**src/rtl/pdm_fade_sequencer.sv**
```systemverilog
// PDM brightness sequencer: per-channel fades stepped once per frame and merged with host writes
// onto one bank write port. Define PDM_SEQ_GAMMA_EN for a square-law pdm_value mapping.
module pdm_fade_lane #(
    parameter int WIDTH = 5
) (
    input  logic             clk,
    input  logic             reset_n,
    input  logic             host_we,
    input  logic             host_mode,
    input  logic [WIDTH-1:0] host_value,
    input  logic             step_en,
    output logic [WIDTH-1:0] cur,
    output logic [WIDTH-1:0] tgt
);
    always_ff @(posedge clk) begin
        if (!reset_n) begin
            cur <= '0;
            tgt <= '0;
        end else if (host_we) begin
            tgt <= host_value;
            if (!host_mode) cur <= host_value;
        end else if (step_en) begin
            // Steps only toward the target, so a level can never wrap.
            if (cur < tgt)      cur <= cur + WIDTH'(1);
            else if (cur > tgt) cur <= cur - WIDTH'(1);
        end
    end
endmodule

module pdm_fade_sequencer #(
    parameter int CHANNELS   = 8,
    parameter int WIDTH      = 5,
    parameter int FRAME_LOG2 = 6,
    localparam int CW        = $clog2(CHANNELS)
) (
    input  logic             clk,
    input  logic             reset_n,
    input  logic             host_wr_en,
    input  logic [CW-1:0]    host_ch,
    input  logic [WIDTH-1:0] host_value,
    input  logic             host_mode,
    output logic             host_ack,
    output logic             pdm_wr_en,
    output logic [CW-1:0]    pdm_ch,
    output logic [WIDTH-1:0] pdm_value,
    output logic             frame_tick,
    output logic             busy
);
    typedef enum logic {IDLE, SCAN} state_t;

    state_t                         state;
    logic [CW-1:0]                  idx;
    logic                           pending;
    logic [FRAME_LOG2-1:0]          fcnt;
    logic [CHANNELS-1:0][WIDTH-1:0] cur, tgt;
    logic [WIDTH-1:0]               cur_sel, tgt_sel, step_val;
    logic                           scan_go;

`ifdef PDM_SEQ_GAMMA_EN
    function automatic logic [WIDTH-1:0] level_map(input logic [WIDTH-1:0] v);
        logic [2*WIDTH-1:0] sq;
        sq = (2*WIDTH)'(v) * (2*WIDTH)'(v);
        // Full scale is pinned so the top level still reaches 100% duty.
        return (v == '1) ? v : WIDTH'(sq >> WIDTH);
    endfunction
`else
    function automatic logic [WIDTH-1:0] level_map(input logic [WIDTH-1:0] v);
        return v;
    endfunction
`endif

    assign frame_tick = &fcnt;
    assign busy       = (state == SCAN);
    assign scan_go    = (state == SCAN) && !host_wr_en;
    assign cur_sel    = cur[idx];
    assign tgt_sel    = tgt[idx];
    assign step_val   = (cur_sel < tgt_sel) ? cur_sel + WIDTH'(1) : cur_sel - WIDTH'(1);

    for (genvar i = 0; i < CHANNELS; i++) begin : g_lane
        pdm_fade_lane #(.WIDTH(WIDTH)) u_lane (
            .clk       (clk),
            .reset_n   (reset_n),
            .host_we   (host_wr_en && (host_ch == CW'(i))),
            .host_mode (host_mode),
            .host_value(host_value),
            .step_en   (scan_go && (idx == CW'(i))),
            .cur       (cur[i]),
            .tgt       (tgt[i])
        );
    end

    always_ff @(posedge clk) begin
        if (!reset_n) begin
            state     <= IDLE;
            idx       <= '0;
            pending   <= 1'b0;
            fcnt      <= '0;
            host_ack  <= 1'b0;
            pdm_wr_en <= 1'b0;
            pdm_ch    <= '0;
            pdm_value <= '0;
        end else begin
            fcnt      <= fcnt + FRAME_LOG2'(1);
            host_ack  <= host_wr_en;
            pdm_wr_en <= 1'b0;
            // Host always owns the write port; the scan simply holds its index.
            if (host_wr_en && !host_mode) begin
                pdm_wr_en <= 1'b1;
                pdm_ch    <= host_ch;
                pdm_value <= level_map(host_value);
            end else if (scan_go && (cur_sel != tgt_sel)) begin
                pdm_wr_en <= 1'b1;
                pdm_ch    <= idx;
                pdm_value <= level_map(step_val);
            end
            case (state)
                IDLE: if (frame_tick || pending) begin
                    state   <= SCAN;
                    idx     <= '0;
                    pending <= 1'b0;
                end
                SCAN: begin
                    if (frame_tick) pending <= 1'b1;
                    if (!host_wr_en) begin
                        idx <= idx + CW'(1);
                        if (idx == CW'(CHANNELS - 1)) state <= IDLE;
                    end
                end
                default: state <= IDLE;
            endcase
        end
    end
endmodule

```
**config.mk**
```make
export PLATFORM = sky130hd
export DESIGN_NAME = pdm_fade_sequencer
export DESIGN_NICKNAME = d
export VERILOG_FILES = /design/src/rtl/pdm_fade_sequencer.sv
export SDC_FILE = /design/constraint.sdc
export NUM_CORES = 1
export LEC_CHECK = 0
export ABC_AREA = 1
export CAP_MARGIN = 25
export CORE_UTILIZATION = 55
export CTS_CLUSTER_SIZE = 10
export DETAILED_ROUTE_END_ITERATION = 8
export PLACE_DENSITY = 0.76
export SKIP_LAST_GASP = 1
export SYNTH_ARGS = -nofsm -noshare
export SYNTH_HDL_FRONTEND = slang
export SYNTH_SLANG_ARGS = --single-unit
```
**constraint.sdc**
```tcl
create_clock -name clk -period 3.09 [get_ports clk]
set_input_delay 0.618 -clock clk [delete_from_list [all_inputs] [get_ports clk]]
set_output_delay 0.618 -clock clk [all_outputs]
set_load 0.005 [all_outputs]
```
# Word level (Yosys, flattened, before mapping)
# Cells that the tools add are included.
dict set report word_totals {
  ff_bits 101
  word_cells 195
}
dict set report classes {
  n_eq_ne 26
  n_mux 54
  bitwise_logic 1
  magnitude_cmp 18
  reduce_logical 52
  addsub 20
}
# cell count
set op_table {}
lappend op_table {{$mux 5} 38}
lappend op_table {{$add 5x1->5 const B} 9}
lappend op_table {{$lt 5x5->1} 9}
lappend op_table {{$sub 5x1->5 const B} 9}
lappend op_table {{$gt 5x5->1} 8}
lappend op_table {{$bmux 5 s3} 2}
lappend op_table {{$eq 3x3->1 const B} 8}
lappend op_table {{$reduce_and 3->1} 8}
lappend op_table {{$reduce_bool 3->1} 8}
lappend op_table {{$ne 2x2->1 const B} 11}
lappend op_table {{$logic_and 1x1->1} 19}
lappend op_table {{$reduce_bool 2->1} 9}
lappend op_table {{$eq 3x2->1 const B} 4}
lappend op_table {{$mux 3} 4}
lappend op_table {{$mux 1} 7}
lappend op_table {{$add 6x1->6 const B} 1}
lappend op_table {{$eq 3x1->1 const B} 2}
lappend op_table {{$logic_not 3->1} 2}
lappend op_table {{$pmux 3 s2} 1}
lappend op_table {{$reduce_and 6->1} 1}
lappend op_table {{$ne 5x5->1} 1}
lappend op_table {{$lt 3x4->1 const B} 1}
lappend op_table {{$pmux 1 s2} 2}
lappend op_table {{$reduce_and 2->1} 2}
lappend op_table {{4 further kinds} 5}

# Logic depth before layout (Yosys ltp)
dict set report depth {
  depth_word 6
  ltp_mapped 26
  mapped_depth_nobuf 24
}

# By module
# Synthesis repeated with hierarchy kept, for this count alone.
dict set report unflattened {
  hier_cells 1202
  hier_area_um2 7932.6
}
# mod seq_area_each_um2 cells_each instances area_per_inst_um2
set modules_own_cells {}
lappend modules_own_cells {{pdm_fade_lane at g_lane[0].u_lane ...} 200.2 107 5 734.5}
lappend modules_own_cells {{pdm_fade_lane at g_lane[3].u_lane ...} 200.2 107 3 739.5}
lappend modules_own_cells {pdm_fade_sequencer 420.4 346 1 2042.0}

# Worst setup path before layout
# OpenSTA, ideal clock, no wires.
dict set report synth_timing {
  path_type {reg2reg}
  startpoint {register idx[0]}
  endpoint {register pdm_value[4]}
  path_buffers 3
  setup_time_ns 0.132
  period_less_slack_ns 3.151
  path_slack_ns -0.061
  required_ns 2.958
  arrival_ns 3.018
  path_stages_with_launch 26
  cell_sequence {dfxtp_1 > buf_2 > inv_1 > buf_2 > buf_2 > o21ai_0 > o22ai_1 > nor2_1 > a31oi_1 > ha_1 > nand2_1 > nor2_1 > nand2_1 > nand2_1 > inv_1 > fa_1 > inv_1 > nand2_1 > nand2_1 > nand2_1 > nand2_1 > nand3_1 > nand2_1 > nand2_1 > nand3_1 > a21oi_1}
}
dict set report synth_via {
  elab_chain_len 6
}
# element line
set synth_lines {}
lappend synth_lines {{start, declared} 52} ;# logic [CW-1:0] idx;
lappend synth_lines {{start signal, assigned} 125} ;# idx <= idx + CW'(1);
lappend synth_lines {{$bmux 5 s3, on equally long branches} {75, 76}}
lappend synth_lines {{$mux 5, on equally long branches} {75, 76}}
lappend synth_lines {{$sub 5x1->5 (tied with other cells)} 77} ;# assign step_val = (cur_sel < tgt_sel) ? cur_sel + WIDTH'(1) : cur_sel - WIDTH'(1);
lappend synth_lines {{$mux 5} 77}
lappend synth_lines {{$mux 5} 111} ;# end else if (scan_go && (cur_sel != tgt_sel)) begin
lappend synth_lines {{$mux 5} 107} ;# if (host_wr_en && !host_mode) begin
lappend synth_lines {{end signal, assigned} 110} ;# pdm_value <= level_map(host_value);
lappend synth_lines {{end signal, assigned} 114} ;# pdm_value <= level_map(step_val);
lappend synth_lines {{end, declared} 45} ;# output logic [WIDTH-1:0] pdm_value,
# Parallel ways exist; a longest one is shown, timed or not. The select of a mux whose other input is x is not followed.
# A chain may end at the register's enable or synchronous reset.

# Worst setup path after layout
# Ends and elaborated chain as after synthesis.

==> impl_metrics.json <==
{
  "finalHoldViolCount": 0,
  "die_w_microns": 118,
  "setup_tns_ns": 0,
  "boundaryPins": 24,
  "placed_cell_area_sq_um": 7900,
  "routed_wl_microns": 21200,
  "use_met3": 0.0518,
  "gp_congestion": 0.935,
  "p_int_mw": 2.16,
  "outcome": "completed",
  "yosys_warnings": 0,
  "switching_share": 0.306,
  "ant_nets": 0,
  "critical_path.startpoint": "idx[0]",
  "cts.sinks": 101,
  "yosysSeqAreaShare": 0.275,
  "clkTransAtPathRegs_ns": 0.08,
  "vdd_ir_drop_max_mv": 0.283,
  "fin_area_sq_um": 8480,
  "detail_route.wl_per_cell_microns": 15.8,
  "crit_path_start_kind": "flop",
  "r2r-start": "idx[0]",
  "worstPathRequired_ns": 3.39,
  "grt_use_met1": 0.393,
  "crit_slowest_cell": "dfxtp_4",
  "post-route-min-period_ns": 2.95,
  "grt_usage": 0.306,
  "syn_inst": 1124,
  "cp_data_arrival_time_ns": 3.24,
  "crit_type": "reg -> reg",
  "crit_end": "pdm_value[4]",
  "powerDensity_nw_per_um2": 367,
  "portBuffers": 23,
  "fin_skew_ns": 0.00980,
  "core_area_sq_um": 12800,
  "worst_slew_pin_slew_ns": 0.731,
  "max_freq_mhz": 339,
  "switchingPower_uw": 954,
  "final_core_util": 0.661,
  "initialDrtViolationCount": 652,
  "synth_edf_count": 0,
  "gr-total-overflow": 0,
  "htreeDepth": 3,
  "clock_path_buffers": 2,
  "drv_cap": 0,
  "hold_buffers": 0,
  "crit_chain": "inv_6 > buf_12 > o21ai_4 > o22ai_2 > nor2_2 > a31oi_2 > ha_1 > nand2_2 > a21oi_2 > nor2_2 > nand2_2 > inv_2 > fa_2 > inv_2 > nand2_1 > nand2_1 > nand2_1 > nand2_2 > inv_1 > nand2_2 > nand2_1 > nand2_1 > nand3_1 > a21oi_1",
  "ctsRootBufferMaster": "clkbuf_16",
  "synth_cell_type_count": 41,
  "drcViolationCount": 0,
  "use_met2": 0.502,
  "nNetsFinal": 1260,
  "row_count": 41,
  "hold_path.class": "reg -> reg",
  "vias_per_cell": 5.52,
  "die-area_sq_um": 13800,
  "antenna_found_initial": 0,
  "cp_common_cell": "nand2_1",
  "reg2reg_depth": 24,
  "max_stage_delay_ns": 0.43,
  "setup_violations": 0,
  "die_h_microns": 118,
  "synthesis.nets": 1224,
  "clk_latency_ns": 0.36,
  "final.period_utilization": 0.954,
  "antenna_cells": 0,
  "vias": 7382,
  "first_global_vias": 6917,
  "critical_path.endpoint_type": "flop",
  "comb_power_share": 0.197,
  "post-dp-hpwl_microns": 15200,
  "initial_utilization": 0.573,
  "tritoncts": "done",
  "slew_headroom": 0.511,
  "rr_endpoint": "pdm_value[4]",
  "syn_area_sq_um": 7340,
  "ys_async_sr_fraction": 0,
  "grt_pass1_wl_microns": 33600,
  "rrSetupSlack_ns": 0.14,
  "pwr-share-seq": 0.438,
  "final_layout_size_suffix_gt1_frac": 0.0953,
  "area_growth_pct": 15.5,
  "top_usage_layer": "met2",
  "numCtsBuffers": 9,
  "avgSynthCellArea_sq_um": 6.53,
  "dr.pass1.iters": 7,
  "grt_start_max_net_pins": 47,
  "ys_seq_elements": 101,
  "ys.flop_type": "dfxtp_1",
  "crit_fanout": 9,
  "leakagePower_nw": 3.87,
  "clock_power_share": 0.365,
  "slew_violations": 0
}
## area by class of cell
type	instances	area, sq um
Clock buffer	10	239
Clock inverter	6	53.8
Fill cell	1197	4340
Inverter	158	598
Multi-Input combinational cell	833	4740
Sequential cell	101	2030
Tap cell	172	215
Timing Repair Buffer	57	609
## flip-flops by register name (all words and copies together), names as in the netlist
signal             cells
g_lane.u_lane.cur     40
g_lane.u_lane.tgt     40
fcnt                   6
pdm_value              5
idx                    3
pdm_ch                 3
busy                   1
host_ack               1
pdm_wr_en              1
pending                1
## cells by family after synthesis
family,count (synthesis),share of synthesized area
AND/OR/NAND/NOR,501,0.285
XOR/XNOR,4,0.00477
flip-flops,101,0.275
adder cells (fa/ha/maj),88,0.159
AO/OA/AOI/OAI,240,0.175
buffers and inverters,190,0.101
## layout by cell type, fill, tap and decap left out, types with 6 or more instances in the layout
| cell | instances |
|---|---|
| a21oi_1 | 113 |
| and3_1 | 6 |
| buf_4 | 25 |
| clkbuf_16 | 13 |
| clkdlybuf4s50_1 | 23 |
| dfxtp_1 | 99 |
| fa_1 | 8 |
| ha_1 | 75 |
| inv_1 | 148 |
| inv_2 | 9 |
| nand2_1 | 269 |
| nand2_2 | 13 |
| nand3_1 | 69 |
| nor2_1 | 108 |
| nor2_2 | 9 |
| o21ai_0 | 72 |
| o21ai_1 | 15 |
## worst max-delay path, delay by kind of cell (launching register included)
kind | cells | cell delay [ns]
AOI/OAI and AO/OA | 5 | 0.55
adders and majority gates | 2 | 0.65
buffers and inverters | 5 | 0.36
DFF | 1 | 0.43
and+or+nand+nor | 12 | 0.92
## Yosys cell counts (all sizes together), types with 4 or more instances
cell type  instances  area (sq um)
clkbuf            19          71.3
buf               13          73.8
and3               6          37.5
nand3b             4          30.0
dfxtp            101          2020
ha                79           988
fa                 9           180
or2                6          37.5
nand2            282          1070
o21bai             6          48.8
nand3             70           350
nor2             121           502
a21oi            118           602
nor3               5          25.0
a31oi              7          43.8
inv              157           589
o31ai              5          37.5
o21ai             90           450
## through the flow
stage | cells | hold slack [ns] | setup slack, ns | power [mW]
6_report | 1337 | 0.447 | 0.143 | 3.11
3_5_place_dp | 1314 | 0.441 | 0.0290 | 1.97
2_1_floorplan | 1124 | 0.418 | 0.0187 | 1.81
5_1_grt | 1337 | 0.477 | -0.0480 | 3.27
4_1_cts | 1330 | 0.450 | 0.0102 | 3.10
3_3_place_gp | 1314 | 0.430 | 0.143 | 1.95
## per-layer routing
layer  share of wire  wire length (microns)
met1            0.44                   9320
met2            0.46                   9810
met3           0.061                   1290
met4           0.035                    733
met5               0                      0
## how the worst min path moves through the flow
stage	start	endpoint	cells after the start
finish	fcnt[0]	fcnt[0]	1
global route	fcnt[0]	fcnt[0]	1
CTS	fcnt[0]	fcnt[0]	1
detailed placement	fcnt[0]	fcnt[0]	1
global placement	fcnt[0]	fcnt[0]	1
floorplan	fcnt[0]	fcnt[0]	1
## power groups by stage
stage | Sequential [mW] | Combinational [mW] | Clock (mW)
3_5_place_dp | 1.39 | 0.576 | 0
3_3_place_gp | 1.39 | 0.562 | 0
6_report | 1.36 | 0.613 | 1.14
2_1_floorplan | 1.38 | 0.427 | 0
4_1_cts | 1.36 | 0.583 | 1.16
5_1_grt | 1.37 | 0.699 | 1.21
## timing repair
item | 4_1_cts | 5_1_grt
gates resized for setup | 0 | 58
buffers inserted | 0 | 3
endpoints found under the setup margin | 0 | 2
No activity file was read; power rests on OpenSTA's default activity.
